<file path="config.mk">
export PLATFORM = sky130hd
export DESIGN_NAME = mem_dma_engine_flat
export DESIGN_NICKNAME = d
export VERILOG_FILES = /design/src/rtl/mem_dma_engine_pkg.sv /design/src/rtl/mem_dma_engine_if.sv /design/src/rtl/mem_dma_engine_range_check.sv /design/src/rtl/mem_dma_engine.sv /design/src/flat_wrapper.sv
export SDC_FILE = /design/constraint.sdc
export NUM_CORES = 1
export LEC_CHECK = 0
export ABC_AREA = 0
export BUFFER_PORTS_ARGS = -buffer_cell sky130_fd_sc_hd__buf_2
export CELL_PAD_IN_SITES_DETAIL_PLACEMENT = 0
export CELL_PAD_IN_SITES_GLOBAL_PLACEMENT = 1
export CORE_MARGIN = 5
export CORE_UTILIZATION = 37
export DETAILED_ROUTE_END_ITERATION = 10
export GPL_TIMING_DRIVEN = 0
export PLACE_DENSITY_LB_ADDON = 0.1
export SKIP_LAST_GASP = 1
export SLEW_MARGIN = 20
export SYNTH_ARGS = -nofsm -noshare
export SYNTH_HDL_FRONTEND = slang
export SYNTH_SLANG_ARGS = --single-unit
</file>
<file path="constraint.sdc">
create_clock -name clk -period 4 [get_ports clk]
set_input_delay 0.4 -clock clk [delete_from_list [all_inputs] [get_ports clk]]
set_output_delay 0.4 -clock clk [all_outputs]
set_load 0.05 [all_outputs]
</file>
<file path="src/rtl/mem_dma_engine_pkg.sv">
// Shared widths, state encodings, op/error codes and command payload for the
// SRAM fill/copy DMA engine.
package mem_dma_engine_pkg;

  localparam int unsigned ADDR_W = 14;
  localparam int unsigned DATA_W = 32;
  localparam int unsigned LEN_W  = 15;
  localparam int unsigned STRB_W = DATA_W / 8;
  localparam int unsigned SUM_W  = LEN_W + 1;

  localparam logic [2:0] ST_IDLE  = 3'd0;
  localparam logic [2:0] ST_CHECK = 3'd1;
  localparam logic [2:0] ST_RD    = 3'd2;
  localparam logic [2:0] ST_WR    = 3'd3;
  localparam logic [2:0] ST_VRF   = 3'd4;
  localparam logic [2:0] ST_FIN   = 3'd5;

  typedef enum logic {OP_FILL = 1'b0, OP_COPY = 1'b1} dma_op_e;

  typedef enum logic [2:0] {
    ERR_OK      = 3'd0,
    ERR_RANGE   = 3'd1,
    ERR_OVERLAP = 3'd2,
    ERR_ABORT   = 3'd3,
    ERR_VERIFY  = 3'd4
  } dma_err_e;

  typedef struct packed {
    dma_op_e             op;
    logic [ADDR_W-1:0]   src;
    logic [ADDR_W-1:0]   dst;
    logic [LEN_W-1:0]    len;
  } dma_cmd_t;

endpackage

</file>
<file path="src/rtl/mem_dma_engine_if.sv">
// Data-SRAM port as seen through the arbiter: request/grant plus a word-wide
// write bus and combinational read data.
interface mem_dma_engine_if;
  import mem_dma_engine_pkg::*;

  logic              req;
  logic              gnt;
  logic              we;
  logic [ADDR_W-1:0] addr;
  logic [DATA_W-1:0] wdata;
  logic [STRB_W-1:0] wstrb;
  logic [DATA_W-1:0] rdata;

  modport master (output req, we, addr, wdata, wstrb, input gnt, rdata);
  modport slave  (input req, we, addr, wdata, wstrb, output gnt, rdata);
endinterface

</file>
<file path="src/rtl/mem_dma_engine_range_check.sv">
// Combinational screening of a latched command: empty transfer, address-space
// overrun, and forward-overlapping copy all finish without touching memory.
module mem_dma_engine_range_check
  import mem_dma_engine_pkg::*;
(
  input  dma_cmd_t i_cmd,
  output logic     o_skip_c,
  output dma_err_e o_err_c
);

  localparam logic [SUM_W-1:0] LIMIT = SUM_W'(2 ** ADDR_W);

  logic [SUM_W-1:0] w_src_end;
  logic [SUM_W-1:0] w_dst_end;
  logic             w_is_copy;

  assign w_src_end = SUM_W'(i_cmd.src) + SUM_W'(i_cmd.len);
  assign w_dst_end = SUM_W'(i_cmd.dst) + SUM_W'(i_cmd.len);
  assign w_is_copy = (i_cmd.op == OP_COPY);

  // Ascending copy is only unsafe when dst lands inside the not-yet-read source.
  always_comb begin
    o_skip_c = 1'b1;
    o_err_c  = ERR_OK;
    if (i_cmd.len == '0) begin
      o_err_c = ERR_OK;
    end else if ((w_dst_end > LIMIT) || (w_is_copy && (w_src_end > LIMIT))) begin
      o_err_c = ERR_RANGE;
    end else if (w_is_copy && (i_cmd.src < i_cmd.dst) && (SUM_W'(i_cmd.dst) < w_src_end)) begin
      o_err_c = ERR_OVERLAP;
    end else begin
      o_skip_c = 1'b0;
    end
  end

endmodule

</file>
<file path="src/rtl/mem_dma_engine.sv">
// Word-granular FILL/COPY initiator on the data-SRAM port; moves words only on grant.
// Optional DMA_READBACK_EN adds a verify read after every committed write.
module mem_dma_engine
  import mem_dma_engine_pkg::*;
(
  input  logic               clk,
  input  logic               rst_n,
  input  logic               i_start,
  input  logic               i_op,
  input  logic [ADDR_W-1:0]  i_src_addr,
  input  logic [ADDR_W-1:0]  i_dst_addr,
  input  logic [LEN_W-1:0]   i_len,
  input  logic [DATA_W-1:0]  i_fill_data,
  input  logic               i_abort,
  output logic               o_busy,
  output logic               o_done,
  output logic [2:0]         o_err_code,
  output logic [LEN_W-1:0]   o_words_done,
  mem_dma_engine_if.master   m_mem
);

  logic [2:0]        r_state, w_state_nxt;
  dma_cmd_t          r_cmd, w_cmd_nxt;
  logic [ADDR_W-1:0] r_src, w_src_nxt;
  logic [ADDR_W-1:0] r_dst, w_dst_nxt;
  logic [DATA_W-1:0] r_wdata, w_wdata_nxt;
  logic [LEN_W-1:0]  r_words, w_words_nxt;
  dma_err_e          r_err, w_err_nxt;
  logic              r_busy, r_done, r_req, r_we;
  logic [ADDR_W-1:0] r_addr;

  logic              w_fire;
  logic              w_skip;
  dma_err_e          w_chk_err;
  logic [LEN_W-1:0]  w_words_inc;

  mem_dma_engine_range_check u_range_check (
    .i_cmd    (r_cmd),
    .o_skip_c (w_skip),
    .o_err_c  (w_chk_err)
  );

  assign w_fire      = r_req & m_mem.gnt;
  assign w_words_inc = r_words + LEN_W'(1);

  // Next-state, counters and hold register; r_wdata is both FILL pattern and COPY hold.
  always_comb begin
    w_state_nxt = r_state;
    w_cmd_nxt   = r_cmd;
    w_src_nxt   = r_src;
    w_dst_nxt   = r_dst;
    w_wdata_nxt = r_wdata;
    w_words_nxt = r_words;
    w_err_nxt   = r_err;
    case (r_state)
      ST_IDLE: begin
        if (i_start) begin
          w_state_nxt = ST_CHECK;
          w_cmd_nxt   = '{op: dma_op_e'(i_op), src: i_src_addr, dst: i_dst_addr, len: i_len};
          w_src_nxt   = i_src_addr;
          w_dst_nxt   = i_dst_addr;
          w_wdata_nxt = i_fill_data;
          w_words_nxt = '0;
          w_err_nxt   = ERR_OK;
        end
      end
      ST_CHECK: begin
        if (w_skip) begin
          w_state_nxt = ST_FIN;
          w_err_nxt   = w_chk_err;
        end else begin
          w_state_nxt = (r_cmd.op == OP_COPY) ? ST_RD : ST_WR;
        end
      end
      ST_RD: begin
        if (w_fire) w_wdata_nxt = m_mem.rdata;
        if (i_abort) begin
          w_state_nxt = ST_FIN;
          w_err_nxt   = ERR_ABORT;
        end else if (w_fire) begin
          w_state_nxt = ST_WR;
        end
      end
      ST_WR: begin
        if (w_fire) w_words_nxt = w_words_inc;
        if (i_abort) begin
          w_state_nxt = ST_FIN;
          w_err_nxt   = ERR_ABORT;
        end else if (w_fire) begin
`ifdef DMA_READBACK_EN
          w_state_nxt = ST_VRF;
`else
          if (w_words_inc == r_cmd.len) begin
            w_state_nxt = ST_FIN;
          end else begin
            w_src_nxt   = r_src + ADDR_W'(1);
            w_dst_nxt   = r_dst + ADDR_W'(1);
            w_state_nxt = (r_cmd.op == OP_COPY) ? ST_RD : ST_WR;
          end
`endif
        end
      end
`ifdef DMA_READBACK_EN
      // Re-read the word just written; a bad word is already counted in words_done.
      ST_VRF: begin
        if (w_fire && (m_mem.rdata != r_wdata)) begin
          w_state_nxt = ST_FIN;
          w_err_nxt   = ERR_VERIFY;
        end else if (i_abort) begin
          w_state_nxt = ST_FIN;
          w_err_nxt   = ERR_ABORT;
        end else if (w_fire) begin
          if (r_words == r_cmd.len) begin
            w_state_nxt = ST_FIN;
          end else begin
            w_src_nxt   = r_src + ADDR_W'(1);
            w_dst_nxt   = r_dst + ADDR_W'(1);
            w_state_nxt = (r_cmd.op == OP_COPY) ? ST_RD : ST_WR;
          end
        end
      end
`endif
      ST_FIN:  w_state_nxt = ST_IDLE;
      default: w_state_nxt = ST_IDLE;
    endcase
  end

  // Port-facing outputs are registered from the next state so they align with r_state.
  always_ff @(posedge clk) begin
    if (!rst_n) begin
      r_state <= ST_IDLE;
      r_cmd   <= '0;
      r_src   <= '0;
      r_dst   <= '0;
      r_wdata <= '0;
      r_words <= '0;
      r_err   <= ERR_OK;
      r_busy  <= 1'b0;
      r_done  <= 1'b0;
      r_req   <= 1'b0;
      r_we    <= 1'b0;
      r_addr  <= '0;
    end else begin
      r_state <= w_state_nxt;
      r_cmd   <= w_cmd_nxt;
      r_src   <= w_src_nxt;
      r_dst   <= w_dst_nxt;
      r_wdata <= w_wdata_nxt;
      r_words <= w_words_nxt;
      r_err   <= w_err_nxt;
      r_busy  <= (w_state_nxt inside {ST_CHECK, ST_RD, ST_WR, ST_VRF});
      r_done  <= (w_state_nxt == ST_FIN);
      r_req   <= (w_state_nxt inside {ST_RD, ST_WR, ST_VRF});
      r_we    <= (w_state_nxt == ST_WR);
      r_addr  <= (w_state_nxt == ST_RD) ? w_src_nxt : w_dst_nxt;
    end
  end

  assign o_busy       = r_busy;
  assign o_done       = r_done;
  assign o_err_code   = r_err;
  assign o_words_done = r_words;
  assign m_mem.req    = r_req;
  assign m_mem.we     = r_we;
  assign m_mem.addr   = r_addr;
  assign m_mem.wdata  = r_wdata;
  assign m_mem.wstrb  = {STRB_W{r_we}};

endmodule

</file>
<file path="src/flat_wrapper.sv">
// flat-port wrapper written by rule: the top's interface ports become plain ports
module mem_dma_engine_flat import mem_dma_engine_pkg::*;
  (clk, rst_n, i_start, i_op, i_src_addr, i_dst_addr, i_len, i_fill_data, i_abort, o_busy, o_done, o_err_code, o_words_done, m_mem_req, m_mem_we, m_mem_addr, m_mem_wdata, m_mem_wstrb, m_mem_gnt, m_mem_rdata);
  mem_dma_engine_if m_mem_i ();
  input  logic clk;
  input  logic rst_n;
  input  logic i_start;
  input  logic i_op;
  input  logic [ADDR_W-1:0] i_src_addr;
  input  logic [ADDR_W-1:0] i_dst_addr;
  input  logic [LEN_W-1:0] i_len;
  input  logic [DATA_W-1:0] i_fill_data;
  input  logic i_abort;
  output logic o_busy;
  output logic o_done;
  output logic [2:0] o_err_code;
  output logic [LEN_W-1:0] o_words_done;
  output wire logic [$bits(m_mem_i.req)-1:0] m_mem_req;
  output wire logic [$bits(m_mem_i.we)-1:0] m_mem_we;
  output wire logic [$bits(m_mem_i.addr)-1:0] m_mem_addr;
  output wire logic [$bits(m_mem_i.wdata)-1:0] m_mem_wdata;
  output wire logic [$bits(m_mem_i.wstrb)-1:0] m_mem_wstrb;
  input wire logic [$bits(m_mem_i.gnt)-1:0] m_mem_gnt;
  input wire logic [$bits(m_mem_i.rdata)-1:0] m_mem_rdata;
  assign m_mem_req = m_mem_i.req;
  assign m_mem_we = m_mem_i.we;
  assign m_mem_addr = m_mem_i.addr;
  assign m_mem_wdata = m_mem_i.wdata;
  assign m_mem_wstrb = m_mem_i.wstrb;
  assign m_mem_i.gnt = m_mem_gnt;
  assign m_mem_i.rdata = m_mem_rdata;
  mem_dma_engine u_core (.clk(clk), .rst_n(rst_n), .i_start(i_start), .i_op(i_op), .i_src_addr(i_src_addr), .i_dst_addr(i_dst_addr), .i_len(i_len), .i_fill_data(i_fill_data), .i_abort(i_abort), .o_busy(o_busy), .o_done(o_done), .o_err_code(o_err_code), .o_words_done(o_words_done), .m_mem(m_mem_i));
endmodule
</file>
==> results.sh <==
export IMPL_run_status="finished, final reports clean"
export IMPL_maxCapViolCount=0
export IMPL_floorplan_io_pins=185
export IMPL_min_period_ps=3966
export IMPL_cpMostUsedCell="sky130_fd_sc_hd__buf_4"
export IMPL_max_slew_margin_pct=36.61
export IMPL_synth_fp_nets=1282
export IMPL_mappedNetlistArea_sq_um=8982
export IMPL_dp_final_hpwl_mm=23.97
export IMPL_power_ir_vdd_worst_mv=0.3079
export IMPL_p_sw_share_pct=46.01
export IMPL_cp_top_family="compound AO/OA/AOI/OAI gates"
export IMPL_power_share_of_the_clock_group_pct=20.4
export IMPL_worst_r2r_cell_count=15
export IMPL_die_w_um=165.8
export IMPL_final_skew_ps=12.27
export IMPL_primary_flip_flop_cell_chosen_by_synthesis_mapping="sky130_fd_sc_hd__dfxtp_1"
export IMPL_timing_hold_worst_path_depth=3
export IMPL_synth_top_cells_by_area="sky130_fd_sc_hd__dfxtp_1 32%, sky130_fd_sc_hd__ha_1 7.9%, sky130_fd_sc_hd__nand2_1 6.2%"
export IMPL_max_slew_worst_pin_slew_ps=943.6
export IMPL_grt_overflow_total=0
export IMPL_yosysWarnings=0
export IMPL_setup_total_negative_slack_ps=0
export IMPL_wl_per_cell_um=18.68
export IMPL_hold_viol_final=0
export IMPL_average_cell_area_after_synthesis_sq_um=8.092
export IMPL_clock_fmax_ghz=0.2522
export IMPL_syn_to_final_growth_pct=27.19
export IMPL_num_antenna_cells=0
export IMPL_fill_cells=2470
export IMPL_synth_top_area_cell="sky130_fd_sc_hd__dfxtp_1"
export IMPL_synth_yosys_seq_area_share_pct=31.65
export IMPL_setup_viol=0
export IMPL_number_of_antenna_violations_at_the_first_check_in_global_routing=3
export IMPL_required_time_of_the_worst_setup_path_ps=4310
export IMPL_initial_core_util_pct=37.26
export IMPL_worstPathBufferInverterCount=3
export IMPL_total_leakage_power_nw=4.767
export IMPL_post_synth_inst_count=1110
export IMPL_critical_path_endpoint_type="flip-flop"
export IMPL_power_combinational_fraction_pct=51.7
export IMPL_yosys_register_bits=142
export IMPL_whs_endpoint="u_core.r_cmd[10]$_SDFFE_PN0P_"
export IMPL_cts_root_to_sink_buffers=2
export IMPL_start_of_the_worst_register_to_register_path="u_core.r_cmd[0]$_SDFFE_PN0P_"
export IMPL_min_path_type="input port to flip-flop"
export IMPL_worst_setup_path_start_kind="flip-flop"
export IMPL_grt_first_pass_wirelength_mm=48.29
export IMPL_drt_drc_violations_left=0
export IMPL_route_vias_total=9062
export IMPL_r2r_end="u_core.m_mem.addr[8]$_SDFF_PN0_"
export IMPL_clock_latency_at_the_later_pin_of_the_worst_skew_pair_ps=420
export IMPL_synth_top_area_share_pct=31.65
export IMPL_yosys_cell_count_top_type="sky130_fd_sc_hd__nand2_1"
export IMPL_port_buffer_count=182
export IMPL_layout_drive_gt1_share_pct=26.06
export IMPL_layout_nets=1507
export IMPL_routed_wl_mm=31.22
export IMPL_cts_reportedPaths_clkPinSlew_ps=70
export IMPL_die_area_sq_um=27490
export IMPL_drt_iter0_markers=666
export IMPL_critical_path_slowest_cell="sky130_fd_sc_hd__fa_2"
export IMPL_final_antenna_net_count=0
export IMPL_tritoncts="yes"
export IMPL_internal_power_mw=4.204
export IMPL_seq_power_share_pct=27.9
export IMPL_path_cells="ha_2 -> fa_2 -> buf_4 -> a211oi_1 -> o21ai_1 -> a31oi_1 -> nor3b_1 -> a2111o_1 -> o41ai_4 -> buf_4 -> and4bb_2 -> a21oi_4 -> nor2b_4 -> clkbuf_16 -> mux2_4"
export IMPL_critical_path_peak_fanout=6
export IMPL_num_rows=57
export IMPL_holdBufCountCts=0
export IMPL_global_route_usage_total_pct=21.73
export IMPL_pin_count_of_the_biggest_net_entering_global_routing=17
export IMPL_dieHeight_um=165.8
export IMPL_netlist_cell_type_count=81
export IMPL_place_congestion=0.8555
export IMPL_finalCritPeriodShare_pct=99.14
export IMPL_cts_inserted_buffers=17
export IMPL_fp_coreArea_sq_um=24110
export IMPL_asyncSetResetFlopFracSynth_pct=0
export IMPL_synth_cells_most_frequent="149 x sky130_fd_sc_hd__nand2_1, 142 x sky130_fd_sc_hd__dfxtp_1, 102 x sky130_fd_sc_hd__a21oi_1"
export IMPL_synth_edff_count=0
export IMPL_timing_reg2reg_setup_slack_ps=30
export IMPL_cts_htree_levels=4
export IMPL_cts_root_buf="sky130_fd_sc_hd__clkbuf_16"
export IMPL_setup_worst_path_class="flip-flop to flip-flop"
export IMPL_crit_path_dat_ps=4280
export IMPL_timing_max_transition_violations_final=0
export IMPL_netSwitchingPower_mw=3.583
export IMPL_vias_per_cell=5.423
export IMPL_worstHoldStart="i_len[10]"
export IMPL_fin_hold_ws_ps=206.7
export IMPL_power_density_nw_per_um2=681.5
export IMPL_drt_pre_antenna_iters=5
export IMPL_unrepaired_setup_endpoints_after_global_routing="true"
export IMPL_clock_sinks=142
export IMPL_first_global_vias=8695
export IMPL_critical_path_max_stage_delay_ps=420
-- placed cells by master, fill, tap and decap left out, types with 11 or more instances in the layout --
cell type                   Yosys  layout
sky130_fd_sc_hd__a211oi_1      43      42
sky130_fd_sc_hd__buf_2         11     193
sky130_fd_sc_hd__o21ai_1        3      13
sky130_fd_sc_hd__nor2_1        84      84
sky130_fd_sc_hd__a21oi_1      102      95
sky130_fd_sc_hd__o211ai_1      12      12
sky130_fd_sc_hd__clkbuf_1      45      45
sky130_fd_sc_hd__and3_1        15      15
sky130_fd_sc_hd__o21ai_0       47      37
sky130_fd_sc_hd__nand4_1       20      20
sky130_fd_sc_hd__xnor2_1       18      16
sky130_fd_sc_hd__buf_4          7      32
sky130_fd_sc_hd__ha_1          57      46
sky130_fd_sc_hd__inv_1         31      29
sky130_fd_sc_hd__a21o_1        15      15
sky130_fd_sc_hd__mux2i_1       36      36
sky130_fd_sc_hd__clkbuf_16      0      18
sky130_fd_sc_hd__nor4_1        12      11
sky130_fd_sc_hd__xor2_1        21      20
sky130_fd_sc_hd__nand2_1      149     148
sky130_fd_sc_hd__a22oi_1       12      12
sky130_fd_sc_hd__nand3_1       28      28
sky130_fd_sc_hd__nor3_1        20      20
sky130_fd_sc_hd__dfxtp_1      142     122
sky130_fd_sc_hd__nand2b_1      14      13
-- cell type report --
type / instances / area [sq um] / area share [%]
Multi-Input combinational cell: 867 / 5986 / 52.39
Sequential cell: 142 / 2893 / 25.32
Timing Repair Buffer: 208 / 1124 / 9.835
Clock buffer: 19 / 442.9 / 3.877
Tap cell: 324 / 405.4 / 3.548
Buffer: 68 / 320.3 / 2.804
Clock inverter: 12 / 137.6 / 1.205
Inverter: 31 / 116.4 / 1.019
-- registers in the layout (all words and copies together) (netlist names) --
name / count
u_core.r_cmd: 44
u_core.m_mem.wdata: 32
u_core.o_words_done: 15
u_core.m_mem.addr: 14
u_core.r_dst: 14
u_core.r_src: 14
u_core.r_state: 3
u_core.o_err_code: 2
u_core.m_mem.req: 1
u_core.m_mem.we: 1
u_core.o_busy: 1
u_core.o_done: 1
-- timing repair --
item	4_1_cts	5_1_grt
pin swaps	14	35
resized for setup	43	51
endpoints found under the setup margin	18	17
setup buffers	13	12
gates cloned	0	1
-- layer usage --
layer,vias up,routed length [um],track usage (%)
met3,38,1926,4.475
met5,-,34,0
met2,286,14600,35.87
li1,4518,-,-
met4,6,452,5.129
met1,4214,14210,29.33
-- worst reg2reg max path, delay by kind of cell (launching register included) --
family,cells,cell delay [ps]
buffers and inverters,3,570
multiplexers,1,290
AO/OA/AOI/OAI,6,1370
flip-flops,1,360
AND/OR/NAND/NOR,3,660
adder cells (fa/ha/maj),2,620
-- power groups by stage --
| stage | clock network, mW | registers [mW] | logic (mW) |
|---|---|---|---|
| after floorplan | 0 | 2.74 | 2.13 |
| after global placement | 0 | 2.18 | 3.71 |
| after detailed placement | 0 | 2.18 | 3.72 |
| after CTS | 1.62 | 2.16 | 3.86 |
| after global routing | 1.68 | 2.22 | 4.38 |
| final | 1.59 | 2.17 | 4.02 |
-- kinds of logic (layout without fill, tap and decap cells) --
logic type | Yosys count | in the layout | synth area share, %
mux | 49 | 49 | 6.018
flops | 142 | 142 | 31.65
buf+inv | 101 | 338 | 5.028
compound gates | 319 | 319 | 23.32
simple gates | 399 | 399 | 21.58
xor+xnor | 40 | 40 | 3.984
fa+ha+maj | 59 | 59 | 8.386
other cells | 1 | 1 | 0.04175
-- through the flow --
| stage | power (mW) | instance area, sq um | setup slack [ps] | utilization (%) | instances |
|---|---|---|---|---|---|
| 6_report | 7.786 | 11420 | 34.50 | 47.39 | 1671 |
| 5_1_grt | 8.281 | 11420 | -94.54 | 47.39 | 1671 |
| 4_1_cts | 7.635 | 11130 | 5.525 | 46.18 | 1660 |
| 3_5_place_dp | 5.899 | 10300 | -570.7 | 42.74 | 1616 |
| 3_3_place_gp | 5.890 | 10300 | -589.9 | 42.74 | 1616 |
| 2_1_floorplan | 4.874 | 8986 | 10.10 | - | 1110 |
-- worst max path at each step --
stage                                        from  cells after the start                               end  slack (ps)
finish               u_core.r_cmd[0]$_SDFFE_PN0P_                     15   u_core.m_mem.addr[8]$_SDFF_PN0_          30
CTS                 u_core.r_cmd[10]$_SDFFE_PN0P_                     17   u_core.m_mem.addr[2]$_SDFF_PN0_           6
detailed placement   u_core.r_cmd[0]$_SDFFE_PN0P_                     21   u_core.m_mem.addr[2]$_SDFF_PN0_        -570
floorplan            u_core.r_cmd[0]$_SDFFE_PN0P_                     18  u_core.m_mem.addr[10]$_SDFF_PN0_          10
global placement     u_core.r_cmd[0]$_SDFFE_PN0P_                     21   u_core.m_mem.addr[3]$_SDFF_PN0_        -590
global route        u_core.r_cmd[33]$_SDFFE_PN0P_                     17  u_core.m_mem.addr[13]$_SDFF_PN0_         -90
No activity file was read; power rests on OpenSTA's default activity.
